===== src/rtl/app_mul_seq_accum_pkg.sv =====
// Shared types and width helpers for the sequential radix-4 multiply-accumulate block.
package app_mul_seq_accum_pkg;

    typedef enum logic [1:0] {
        ST_IDLE = 2'd0,
        ST_RUN  = 2'd1,
        ST_DONE = 2'd2
    } state_e;

    function automatic int steps_of(input int width_b);
        return width_b / 32'sd2;
    endfunction

    // Step counter needs at least one bit even for a single-step multiplier.
    function automatic int step_cnt_w(input int width_b);
        int steps;
        steps = width_b / 32'sd2;
        return (steps <= 32'sd1) ? 32'sd1 : $clog2(steps);
    endfunction

    function automatic int prod_w(input int width_a, input int width_b);
        return width_a + width_b;
    endfunction

endpackage


===== src/rtl/app_mul_seq_accum_ctrl.sv =====
// Sequencer for the multiply: IDLE/RUN/DONE state, radix-4 step counter and handshakes.
module app_mul_seq_ctrl #(
    parameter int STEPS = 4,
    parameter int CW    = 2
) (
    input  logic          clk,
    input  logic          rst_n,
    input  logic          in_valid,
    input  logic          out_ready,
    output logic          in_ready,
    output logic          out_valid,
    output logic          lay_last,
    output logic          capture,
    output logic          run,
    output logic          last_step,
    output logic [CW-1:0] step_k
);
    import app_mul_seq_accum_pkg::*;

    localparam logic [CW-1:0] K_LAST = CW'(STEPS - 1);
    localparam logic [CW-1:0] K_PEN  = CW'(STEPS - 2);

    state_e        state_q;
    logic [CW-1:0] k_q;
    logic          in_ready_q;
    logic          out_valid_q;
    logic          lay_last_q;

    // State machine with registered handshake and last-digit outputs.
    always_ff @(posedge clk or negedge rst_n) begin
        if (!rst_n) begin
            state_q     <= ST_IDLE;
            k_q         <= '0;
            in_ready_q  <= 1'b1;
            out_valid_q <= 1'b0;
            lay_last_q  <= 1'b0;
        end else begin
            case (state_q)
                ST_IDLE: begin
                    if (in_valid) begin
                        state_q    <= ST_RUN;
                        k_q        <= '0;
                        in_ready_q <= 1'b0;
                        lay_last_q <= (STEPS == 1);
                    end
                end
                ST_RUN: begin
                    if (k_q == K_LAST) begin
                        state_q     <= ST_DONE;
                        out_valid_q <= 1'b1;
                        lay_last_q  <= 1'b0;
                    end else begin
                        k_q        <= k_q + CW'(1);
                        lay_last_q <= (k_q == K_PEN);
                    end
                end
                ST_DONE: begin
                    if (out_ready) begin
                        state_q     <= ST_IDLE;
                        out_valid_q <= 1'b0;
                        in_ready_q  <= 1'b1;
                    end
                end
                default: begin
                    state_q     <= ST_IDLE;
                    k_q         <= '0;
                    in_ready_q  <= 1'b1;
                    out_valid_q <= 1'b0;
                    lay_last_q  <= 1'b0;
                end
            endcase
        end
    end

    assign in_ready  = in_ready_q;
    assign out_valid = out_valid_q;
    assign lay_last  = lay_last_q;
    assign step_k    = k_q;
    assign capture   = (state_q == ST_IDLE) & in_valid;
    assign run       = (state_q == ST_RUN);
    assign last_step = (state_q == ST_RUN) & (k_q == K_LAST);

endmodule


===== src/rtl/app_mul_seq_accum.sv =====
// Iterative signed multiplier: feeds an external 2-bit layer one radix-4 digit of B per
// cycle and shift-accumulates the returned partial sums into the product.
module app_mul_seq_accum #(
    parameter int WIDTH_A = 8,
    parameter int WIDTH_B = 8
) (
    input  logic                       clk,
    input  logic                       rst_n,
    input  logic                       in_valid,
    output logic                       in_ready,
    input  logic [WIDTH_A-1:0]         a_in,
    input  logic [WIDTH_B-1:0]         b_in,
    output logic [WIDTH_A-1:0]         lay_a,
    output logic                       lay_b_low,
    output logic                       lay_b_high,
    output logic                       lay_cin,
    output logic                       lay_last,
    input  logic signed [WIDTH_A+1:0]  layer_sum,
    output logic                       out_valid,
    input  logic                       out_ready,
    output logic [WIDTH_A+WIDTH_B-1:0] product
);
    import app_mul_seq_accum_pkg::*;

    localparam int STEPS = steps_of(WIDTH_B);
    localparam int CW    = step_cnt_w(WIDTH_B);
    localparam int PW    = prod_w(WIDTH_A, WIDTH_B);

    logic          capture_s;
    logic          run_s;
    logic          last_s;
    logic [CW-1:0] step_k_s;

    app_mul_seq_ctrl #(
        .STEPS (STEPS),
        .CW    (CW)
    ) u_ctrl (
        .clk       (clk),
        .rst_n     (rst_n),
        .in_valid  (in_valid),
        .out_ready (out_ready),
        .in_ready  (in_ready),
        .out_valid (out_valid),
        .lay_last  (lay_last),
        .capture   (capture_s),
        .run       (run_s),
        .last_step (last_s),
        .step_k    (step_k_s)
    );

    logic [WIDTH_A-1:0] a_q, a_d;
    logic [WIDTH_B-1:0] b_rest_q, b_rest_d;
    logic               dig_lo_q, dig_lo_d;
    logic               dig_hi_q, dig_hi_d;
    logic [PW-1:0]      acc_q, acc_d;
    logic [PW-1:0]      prod_q, prod_d;
    logic signed [PW-1:0] lsum_ext_s;
    logic signed [PW-1:0] term_s;

    // Digit registers hold the current radix-4 digit; b_rest_q holds digits still to come.
    always_comb begin
        a_d        = a_q;
        b_rest_d   = b_rest_q;
        dig_lo_d   = dig_lo_q;
        dig_hi_d   = dig_hi_q;
        acc_d      = acc_q;
        prod_d     = prod_q;
        lsum_ext_s = PW'(layer_sum);
        term_s     = lsum_ext_s <<< {step_k_s, 1'b0};
        if (capture_s) begin
            a_d      = a_in;
            dig_lo_d = b_in[0];
            dig_hi_d = b_in[1];
            b_rest_d = b_in >> 2'd2;
            acc_d    = '0;
        end else if (run_s) begin
            acc_d = acc_q + $unsigned(term_s);
            if (last_s) begin
                prod_d   = acc_d;
                dig_lo_d = 1'b0;
                dig_hi_d = 1'b0;
            end else begin
                dig_lo_d = b_rest_q[0];
                dig_hi_d = b_rest_q[1];
                b_rest_d = b_rest_q >> 2'd2;
            end
        end else begin
            acc_d = acc_q;
        end
    end

    // Operand, digit, accumulator and product registers.
    always_ff @(posedge clk or negedge rst_n) begin
        if (!rst_n) begin
            a_q      <= '0;
            b_rest_q <= '0;
            dig_lo_q <= 1'b0;
            dig_hi_q <= 1'b0;
            acc_q    <= '0;
            prod_q   <= '0;
        end else begin
            a_q      <= a_d;
            b_rest_q <= b_rest_d;
            dig_lo_q <= dig_lo_d;
            dig_hi_q <= dig_hi_d;
            acc_q    <= acc_d;
            prod_q   <= prod_d;
        end
    end

    assign lay_a      = a_q;
    assign lay_b_low  = dig_lo_q;
    assign lay_b_high = dig_hi_q;
    assign lay_cin    = lay_last & dig_hi_q;
    assign product    = prod_q;

endmodule


===== config.mk =====
export PLATFORM = sky130hd
export DESIGN_NAME = app_mul_seq_accum
export DESIGN_NICKNAME = d
export VERILOG_FILES = /design/src/rtl/app_mul_seq_accum_pkg.sv /design/src/rtl/app_mul_seq_accum_ctrl.sv /design/src/rtl/app_mul_seq_accum.sv
export SDC_FILE = /design/constraint.sdc
export NUM_CORES = 1
export LEC_CHECK = 0
export ABC_AREA = 1
export CORE_MARGIN = 5
export CORE_UTILIZATION = 48
export DETAILED_ROUTE_END_ITERATION = 8
export GPL_TIMING_DRIVEN = 1
export PLACE_DENSITY = 0.77
export SLEW_MARGIN = 20
export SYNTH_ARGS = -nofsm -noshare
export SYNTH_HDL_FRONTEND = slang
export SYNTH_SLANG_ARGS = --single-unit

===== constraint.sdc =====
create_clock -name clk -period 2 [get_ports clk]
set_input_delay 0.4 -clock clk [delete_from_list [all_inputs] [get_ports clk]]
set_output_delay 0.4 -clock clk [all_outputs]
set_load 0.05 [all_outputs]

Word-level counts from Yosys, hierarchy flattened
Index checks and enable logic that the tools add are counted.
{"block": "totals", "mem_bits_rw": 0, "n_memories": 0, "mem_bits_ro": 0, "in_bits": 30, "latch_bits": 0, "wordCells": 65, "out_inout_bits": 30, "regBits": 57}
{"block": "op_classes", "n_div": 0, "n_reduce_logical": 9, "n_shift": 1, "n_mux": 26, "mul": 0, "addsub": 2, "order_cmp": 0, "eq_ne": 9, "n_bitwise": 7}
{"operator": "$mux W16", "count": 2}
{"operator": "$mux W8", "count": 3}
{"operator": "$add A16 B16 Y16", "count": 1}
{"operator": "$sshl A10 B3 Y16", "count": 1}
{"operator": "$reduce_and A3 Y1", "count": 5}
{"operator": "$pmux W2 S3", "count": 2}
{"operator": "$mux W1", "count": 11}
{"operator": "$mux W2", "count": 5}
{"operator": "$pmux W1 S3", "count": 3}
{"operator": "$ne A2 B2 Y1 const B", "count": 4}
{"operator": "$eq A2 B2 Y1 const B", "count": 3}
{"operator": "$not A1 Y1", "count": 4}
{"operator": "$reduce_and A2 Y1", "count": 2}
{"operator": "$and A1 B1 Y1", "count": 3}
{"operator": "$add A2 B1 Y2 const B", "count": 1}
{"operator": "$eq A2 B1 Y1 const B", "count": 1}
{"operator": "$logic_not A2 Y1", "count": 1}
{"operator": "$ne A2 B1 Y1 const B", "count": 1}
{"operator": "$reduce_bool A2 Y1", "count": 1}

Logic depth before layout (Yosys ltp)
Gate-level depths: netlist (run 1).
{"block": "depth", "word_depth": 5, "ltp_mapped": 15, "mapped_depth_nobuf": 15}

Cells and area by module
From an unflattened synthesis (run 1), not the netlist that was laid out.
{"block": "hier_totals", "hier_cells": 452, "area_unflattened_um2": 3319.4}
{"module": "app_mul_seq_accum", "area_per_inst_um2": 2967.8, "cells_per_inst": 410, "seq_area_each_um2": 1201.2, "n_inst": 1}
{"module": "app_mul_seq_ctrl", "area_per_inst_um2": 351.6, "cells_per_inst": 42, "seq_area_each_um2": 176.4, "n_inst": 1}

Least setup slack after synthesis (run 1)
No wires, ideal clock.
{"block": "synth_path", "kind": "register -> register", "startpoint": "reg u_ctrl.k_q[1], in the netlist u_ctrl.step_k[1]", "endpoint": "reg acc_q[6]", "setup_time_ns": 0.118, "path_buffers": 1, "slack_ns": -0.077, "stages_incl_launch_ff": 12, "arrival_time_ns": 1.959, "period_less_slack_ns": 2.077, "required_ns": 1.882, "path_cell_list": "dfrtp_1 -> clkbuf_1 -> nor3_1 -> ha_1 -> fa_1 -> nand2_1 -> nand2_1 -> nand3b_1 -> nand2_1 -> or2_2 -> nand3_1 -> nand2_1"}
{"block": "synth_via", "elab_chain_cells": 4}
{"element": "start, declared", "line": "app_mul_seq_accum_ctrl.sv:24", "rtl": "logic [CW-1:0] k_q;"}
{"element": "start signal, assigned", "line": "app_mul_seq_accum_ctrl.sv:53", "rtl": "k_q <= k_q + CW'(1);"}
{"element": "$sshl A10 B3 Y16", "line": "app_mul_seq_accum.sv:69", "rtl": "term_s = lsum_ext_s <<< {step_k_s, 1'b0};"}
{"element": "$add A16 B16 Y16", "line": "app_mul_seq_accum.sv:77", "rtl": "acc_d = acc_q + $unsigned(term_s);"}
{"element": "$mux W16", "line": "app_mul_seq_accum.sv:76", "rtl": "end else if (run_s) begin"}
{"element": "$mux W16", "line": "app_mul_seq_accum.sv:70", "rtl": "if (capture_s) begin"}
{"element": "end signal, assigned", "line": "app_mul_seq_accum.sv:99", "rtl": "acc_q <= '0;"}
{"element": "end signal, assigned", "line": "app_mul_seq_accum.sv:106", "rtl": "acc_q <= acc_d;"}
{"element": "end, declared", "line": "app_mul_seq_accum.sv:55", "rtl": "logic [PW-1:0] acc_q, acc_d;"}
No other way between the ends. The select of a mux whose other input is x is not followed.
A chain may end at the register's enable or synchronous reset.

Worst setup path in the final report (run 1)
{"block": "layout_path", "startpoint": "reg u_ctrl.k_q[0], in the netlist u_ctrl.step_k[0]", "endpoint": "reg acc_q[14]"}
The elaborated chain is that of the path after synthesis.

==> results of run 1 <==
[state kept, by name, indices dropped and copies added, names as in the netlist]
name / cells
u_ctrl.out_valid: 1
lay_b_low: 1
lay_b_high: 1
acc_q: 16
u_ctrl.step_k: 2
lay_a: 8
b_rest_q: 6
product: 16
u_ctrl.in_ready: 1
u_ctrl.state_q: 2
u_ctrl.lay_last: 1
[routing by layer]
layer	vias up	share of wire, %	track usage, %
met4	0	3.9	7.22
met3	51	8.0	4.89
met1	1609	39	26.6
li1	1608	-	-
met2	185	49	35.5
met5	-	0	0
[cells by family (layout without fill, tap and decap cells)]
logic type,count (synthesis),after routing
muxes,9,9
DFF,55,55
AOI/OAI and AO/OA,51,51
xor gates and xnor gates,5,5
and+or+nand+nor,239,239
adders and majority gates,18,18
buffers and inverters,67,169
[repair_timing]
action | CTS | global route
gates cloned | 1 | 0
setup endpoints to repair | 26 | 27
gates resized for setup | 35 | 93
pin swaps | 23 | 69
buffers inserted | 6 | 7
[cell usage in the layout (no fill, tap or decap), types with 3 or more instances in the layout]
cell / count
nand2_2: 41
buf_6: 6
clkdlybuf4s50_1: 56
a21oi_1: 3
xor2_2: 3
inv_4: 3
nand2_1: 131
o21ai_1: 10
buf_12: 3
ha_1: 13
inv_1: 43
o21ai_0: 18
nand3_1: 20
nand3b_1: 4
a21oi_4: 4
buf_4: 37
or2_1: 3
clkbuf_8: 6
inv_2: 11
o21ai_2: 7
nand3_2: 10
ha_4: 3
mux2i_4: 4
nor2_8: 4
mux2i_1: 4
dfrtp_1: 53
nor2_1: 10
nor2_4: 3
a21oi_2: 3
[per-stage QoR]
step	hold WS, ns	TNS [ns]	setup slack (ns)
2_1_floorplan	0.104	0	0.0103
3_3_place_gp	0.360	-11.88	-0.701
3_5_place_dp	0.363	-13.25	-0.673
4_1_cts	0.0216	-4.99	-0.269
5_1_grt	0.0313	-11.55	-0.552
6_report	0.00791	-8.36	-0.420
[cell type report]
class                   count  area (µm²)
flip-flops and latches     55        1380
inverters                  57         221
fillers                   496        1860
repair buffers            104         996
well taps                  96         120
clock inverters             2        17.5
clock buffers               6        82.6
multi-input cells         322        2120
[worst paths after layout]
| path | to | slack, ns | cells past startpoint |
|---|---|---|---|
| max | acc_q[14]$_DFFE_PN0P_ | -0.42 | 15 |
| min | acc_q[12]$_DFFE_PN0P_ | 0.008 | 1 |
| max reg2reg | acc_q[14]$_DFFE_PN0P_ | -0.42 | 15 |
| min reg2reg | product[2]$_DFFE_PN0P_ | 0.49 | 2 |
| max in group asynchronous | u_ctrl.in_ready$_DFFE_PN1P_ | 1.37 | 2 |
| min in group clk | product[2]$_DFFE_PN0P_ | 0.49 | 2 |
[critical path, delay by kind of cell (launching register included)]
kind                       cells  cell delay, ns
and+or+nand+nor                9            0.82
DFF                            1            0.45
adders and majority gates      1            0.38
buffers and inverters          3            0.36
muxes                          1            0.21
AOI/OAI and AO/OA              1            0.10
==> flow_summary.json, run 1 <==
{
  "cap_violations": 0,
  "synth_top_family_by_area": "simple AND/OR/NAND/NOR gates",
  "grt.total_usage_pct": 21.1,
  "finalCriticalPeriod_ns": 2.42,
  "synth_mux_area_share_pct": 2.68,
  "antenna-diode-count": 0,
  "synth_compound_gate_area_share_pct": 8.47,
  "clockRootBuffer": "clkbuf_8",
  "violated_checks": "setup timing",
  "synthTopCellsByCount": "nand2_1 (172), dfrtp_1 (54), inv_1 (52), nand3_1 (30), o21ai_0 (27)",
  "synth_top_area_share_pct": 40.1,
  "die_w_um": 93.8,
  "synth_cell_type_count": 34,
  "fin_crit_sh_pct": 121,
  "critPathSlowestCell": "dfrtp_2",
  "cts_hold_buf": 0,
  "max_clock_freq_ghz": 0.413,
  "synth_seq_area_share_pct": 40.9,
  "detail_route.vias_per_cell": 5.38,
  "starting_density_pct": 49.6,
  "ioPinCount": 60,
  "post_dp_cell_area_um2": 4270,
  "drt_pass1_iterations": 7,
  "postLayoutSetupSlackWorst_ns": -0.420,
  "ant_nets": 0,
  "final_layout_size_suffix_gt1_share_pct": 30.8,
  "syn_nets": 492,
  "synth_ff_type": "dfrtp_1",
  "run_status": "complete, but fails checks",
  "post-place-cells": 620,
  "final_max_slew_viol_count": 0,
  "vias_after_detailed_routing": 3453,
  "syn_area_per_cell_um2": 7.58,
  "netlist_instances": 444,
  "insertion_delay_ns": 0.32,
  "max-slew-margin-rel_pct": 64.3,
  "transition_time_at_the_pin_with_the_least_slew_margin_ns": 0.533,
  "area_growth_syn_to_layout_pct": 46.6,
  "port-buffer-count": 59,
  "clock-sinks": 55,
  "fin_area_um2": 4940,
  "yosysMostFrequentCell": "nand2_1",
  "worst_reg2reg_startpoint": "u_ctrl.step_k[0]$_DFFE_PN0P_",
  "vias_in_the_first_global_route": 3341,
  "synth_area_um2": 3370,
  "final_core_utilization_pct": 72.7,
  "setup.worst_path.class": "flop to flop",
  "hold_path.class": "input port to asynchronous set/reset pin",
  "yosys.area_share.xor_xnor_pct": 1.30,
  "grt_first_pass_wirelength_um": 14900,
  "critPathArrivalTime_ns": 2.64,
  "ys_warn_count": 0,
  "setup.worst_path.start": "u_ctrl.step_k[0]$_DFFE_PN0P_",
  "finish.net_count": 593,
  "synth_area_leaders": "dfrtp_1 (40%), nand2_1 (19%), ha_1 (6.3%), inv_1 (5.8%), nand3_1 (4.5%)",
  "worst_path_most_repeated_cell": "nand2_2",
  "grt_start_max_net_pins": 40,
  "ctsHtreeMaxLevel": 2,
  "drt_iter0_drc": 291,
  "critPathMaxFanout": 6,
  "ys_ff_latch": 55,
  "synth_adder_area_share_pct": 6.91,
  "tritoncts": "built",
  "startpoint_type": "flop",
  "synth.largest_area_cell": "dfrtp_1",
  "synthSimpleGateAreaFrac_pct": 31.2,
  "max-clock-path-buffers": 2,
  "critPathMaxStageDelay_ns": 0.45,
  "synth-async-reset-ratio_pct": 100,
  "report.final.setup_viol": 27,
  "dp_hpwl_um": 6640,
  "required_ns": 2.22,
  "cp_cell_sequence": "buf_12 -> mux2i_1 -> inv_1 -> nand2_1 -> o21ai_1 -> ha_1 -> nand2_2 -> inv_2 -> nand2_2 -> nor3_2 -> nand2_1 -> nand2_2 -> nand2_2 -> nand3_2 -> nand2_2",
  "fin_skew_ns": 0.0117,
  "drt-total-wl_um": 10600,
  "edff_count_synth": 0,
  "place.gp.congestion": 0.983,
  "unrepaired_setup_endpoints_after_global_routing": "yes",
  "die-area_um2": 8790,
  "core_area_um2": 6790,
  "std_cell_rows": 30,
  "cts-buffers-inserted": 5,
  "final_cell_count_no_fill": 642,
  "cts.clk_slew.worst_paths_ns": 0.11,
  "critPathCaptureType": "flop",
  "hold_viol_final": 0,
  "wl_per_cell_um": 16.5,
  "fp.dieH_um": 93.8,
  "drc": 0,
  "grt_antenna_before_repair": 0,
  "globalRoute.totalOverflow": 0
}
Power of run 1 is not shown: default switching activity piles up to over one toggle a cycle in this logic, so the estimate is an artifact.
==> run 2, diff against run 1 <==
--- a/config.mk
+++ b/config.mk
@@ -9,6 +9,7 @@
 export CORE_MARGIN = 5
 export CORE_UTILIZATION = 48
 export DETAILED_ROUTE_END_ITERATION = 8
+export GPL_ROUTABILITY_DRIVEN = 0
 export GPL_TIMING_DRIVEN = 1
 export PLACE_DENSITY = 0.77
 export SLEW_MARGIN = 20
==> flow_summary.json, run 2 (synthesis gave the netlist of run 1 again) <==
{
  "run_status": "complete, but fails checks",
  "violated_checks": "setup timing",
  "final_max_slew_viol_count": 0,
  "fin_crit_sh_pct": 112,
  "setup_tns_ns": -4.09,
  "port-buffer-count": 59,
  "grt_antenna_before_repair": 0,
  "hold_path.class": "input port to asynchronous set/reset pin",
  "grt_start_max_net_pins": 39,
  "grt.total_usage_pct": 21.5,
  "drt-total-wl_um": 9050,
  "max_clock_freq_ghz": 0.446,
  "startpoint_type": "flop",
  "ctsHtreeMaxLevel": 2,
  "vias_after_detailed_routing": 3211,
  "die-area_um2": 8790,
  "final_layout_size_suffix_gt1_share_pct": 22.4,
  "core_area_um2": 6790,
  "postLayoutSetupSlackWorst_ns": -0.240,
  "max-slew-margin-rel_pct": 63.9,
  "cts_hold_buf": 0,
  "drt_pass1_iterations": 4,
  "area_growth_syn_to_layout_pct": 37.7,
  "place_ws_ns": -0.698,
  "grt_first_pass_wirelength_um": 15100,
  "reg2reg_depth": 14,
  "std_cell_rows": 30,
  "fin_skew_ns": 0.0109,
  "layout.cells.most_common": "nand2_1",
  "report.final.setup_viol": 22,
  "globalRoute.totalOverflow": 0,
  "die_w_um": 93.8,
  "setup.reg_to_reg.worst_slack_ns": -0.24,
  "cts-buffers-inserted": 5,
  "starting_density_pct": 49.6,
  "drt_iter0_drc": 166,
  "critPathArrivalTime_ns": 2.47,
  "max-clock-path-buffers": 2,
  "clockRootBuffer": "clkbuf_8",
  "dp_hpwl_um": 6630,
  "antenna-diode-count": 0,
  "finish.net_count": 583,
  "finalCriticalPeriod_ns": 2.24,
  "cap_violations": 0,
  "transition_time_at_the_pin_with_the_least_slew_margin_ns": 0.540,
  "drc": 0,
  "unrepaired_setup_endpoints_after_global_routing": "yes",
  "critPathMaxFanout": 5,
  "wl_per_cell_um": 14.3,
  "setup.worst_path.class": "flop to flop",
  "clock-sinks": 55,
  "cts.clk_slew.worst_paths_ns": 0.11,
  "detail_route.vias_per_cell": 5.08,
  "hold_viol_final": 0,
  "fp.dieH_um": 93.8,
  "worst_reg2reg_startpoint": "u_ctrl.step_k[0]$_DFFE_PN0P_",
  "ioPinCount": 60,
  "insertion_delay_ns": 0.32,
  "ant_nets": 0,
  "tritoncts": "built",
  "final_core_utilization_pct": 68.3,
  "vias_in_the_first_global_route": 3298,
  "final_cell_mix": "nand2_1 (151), clkdlybuf4s50_1 (56), dfrtp_1 (53)",
  "crit_reg_reg_endpoint": "product[15]$_DFFE_PN0P_",
  "critPathCaptureType": "flop",
  "required_ns": 2.23
}
[run 2: changes by cell type in the layout (fill, tap and decap cells not counted), moves of 4 or more]
cell	change
buf_4	-4
buf_6	-5
nand2_1	+20
nand3_2	-10
nand3_1	+10
nand2_2	-19
[run 2: critical path: stages, from the launching register on]
cell and delay, ns:
dfrtp_2 0.47, buf_8 0.16, buf_4 0.14, a21oi_2 0.19, mux2i_2 0.13, ha_4 0.32
nand2_2 0.07, inv_1 0.07, nand2_1 0.08, nor3_2 0.16, nand2_1 0.12, nand2_1 0.07
nand2_1 0.06, nand3_1 0.06, nand2_1 0.05
[run 2: area by class of cell]
class / count / area [µm²]
clock buffer: 5 / 68.8
clock inverter: 3 / 50.0
fill: 574 / 2160
inverter: 57 / 216
multi-input combinational: 322 / 1920
sequential: 55 / 1380
tap: 96 / 120
timing repair buffer: 94 / 880
[run 2: per-stage QoR]
step	std cells	cell area, µm²	hold slack (ns)
3_5_place_dp	620	4260	0.367
6_report	632	4640	0.00627
3_3_place_gp	620	4260	0.377
5_1_grt	632	4640	0.0245
4_1_cts	630	4500	0.0132
2_1_floorplan	444	3380	0.104
[run 2: timing repair]
item                                    CTS  global route
endpoints found under the hold margin     0             0
endpoints found under the setup margin   25            26
gates resized for setup                  43            27
setup buffers                             2             2
pin swaps                                14            14
[run 2: worst max path at each step]
| stage | slack, ns | cells past startpoint | start | end |
|---|---|---|---|---|
| floorplan | 0.01 | 10 | u_ctrl.step_k[0]$_DFFE_PN0P_ | acc_q[6]$_DFFE_PN0P_ |
| global placement | -0.68 | 14 | layer_sum[9] | product[15]$_DFFE_PN0P_ |
| detailed placement | -0.70 | 14 | layer_sum[9] | product[15]$_DFFE_PN0P_ |
| CTS | -0.23 | 13 | u_ctrl.step_k[0]$_DFFE_PN0P_ | product[14]$_DFFE_PN0P_ |
| global route | -0.36 | 14 | u_ctrl.step_k[0]$_DFFE_PN0P_ | product[13]$_DFFE_PN0P_ |
| finish | -0.24 | 14 | u_ctrl.step_k[0]$_DFFE_PN0P_ | product[15]$_DFFE_PN0P_ |
[run 2: layer usage]
| metal | vias to the layer above | part of all wire, % | global-route usage, % |
|---|---|---|---|
| met5 | - | 0 | 0 |
| met4 | 0 | 2.7 | 7.46 |
| met3 | 22 | 8.1 | 6.01 |
| met2 | 100 | 48 | 36.6 |
| met1 | 1507 | 41 | 25.8 |
| li1 | 1582 | - | - |
Power of run 2 is left out for the same reason.
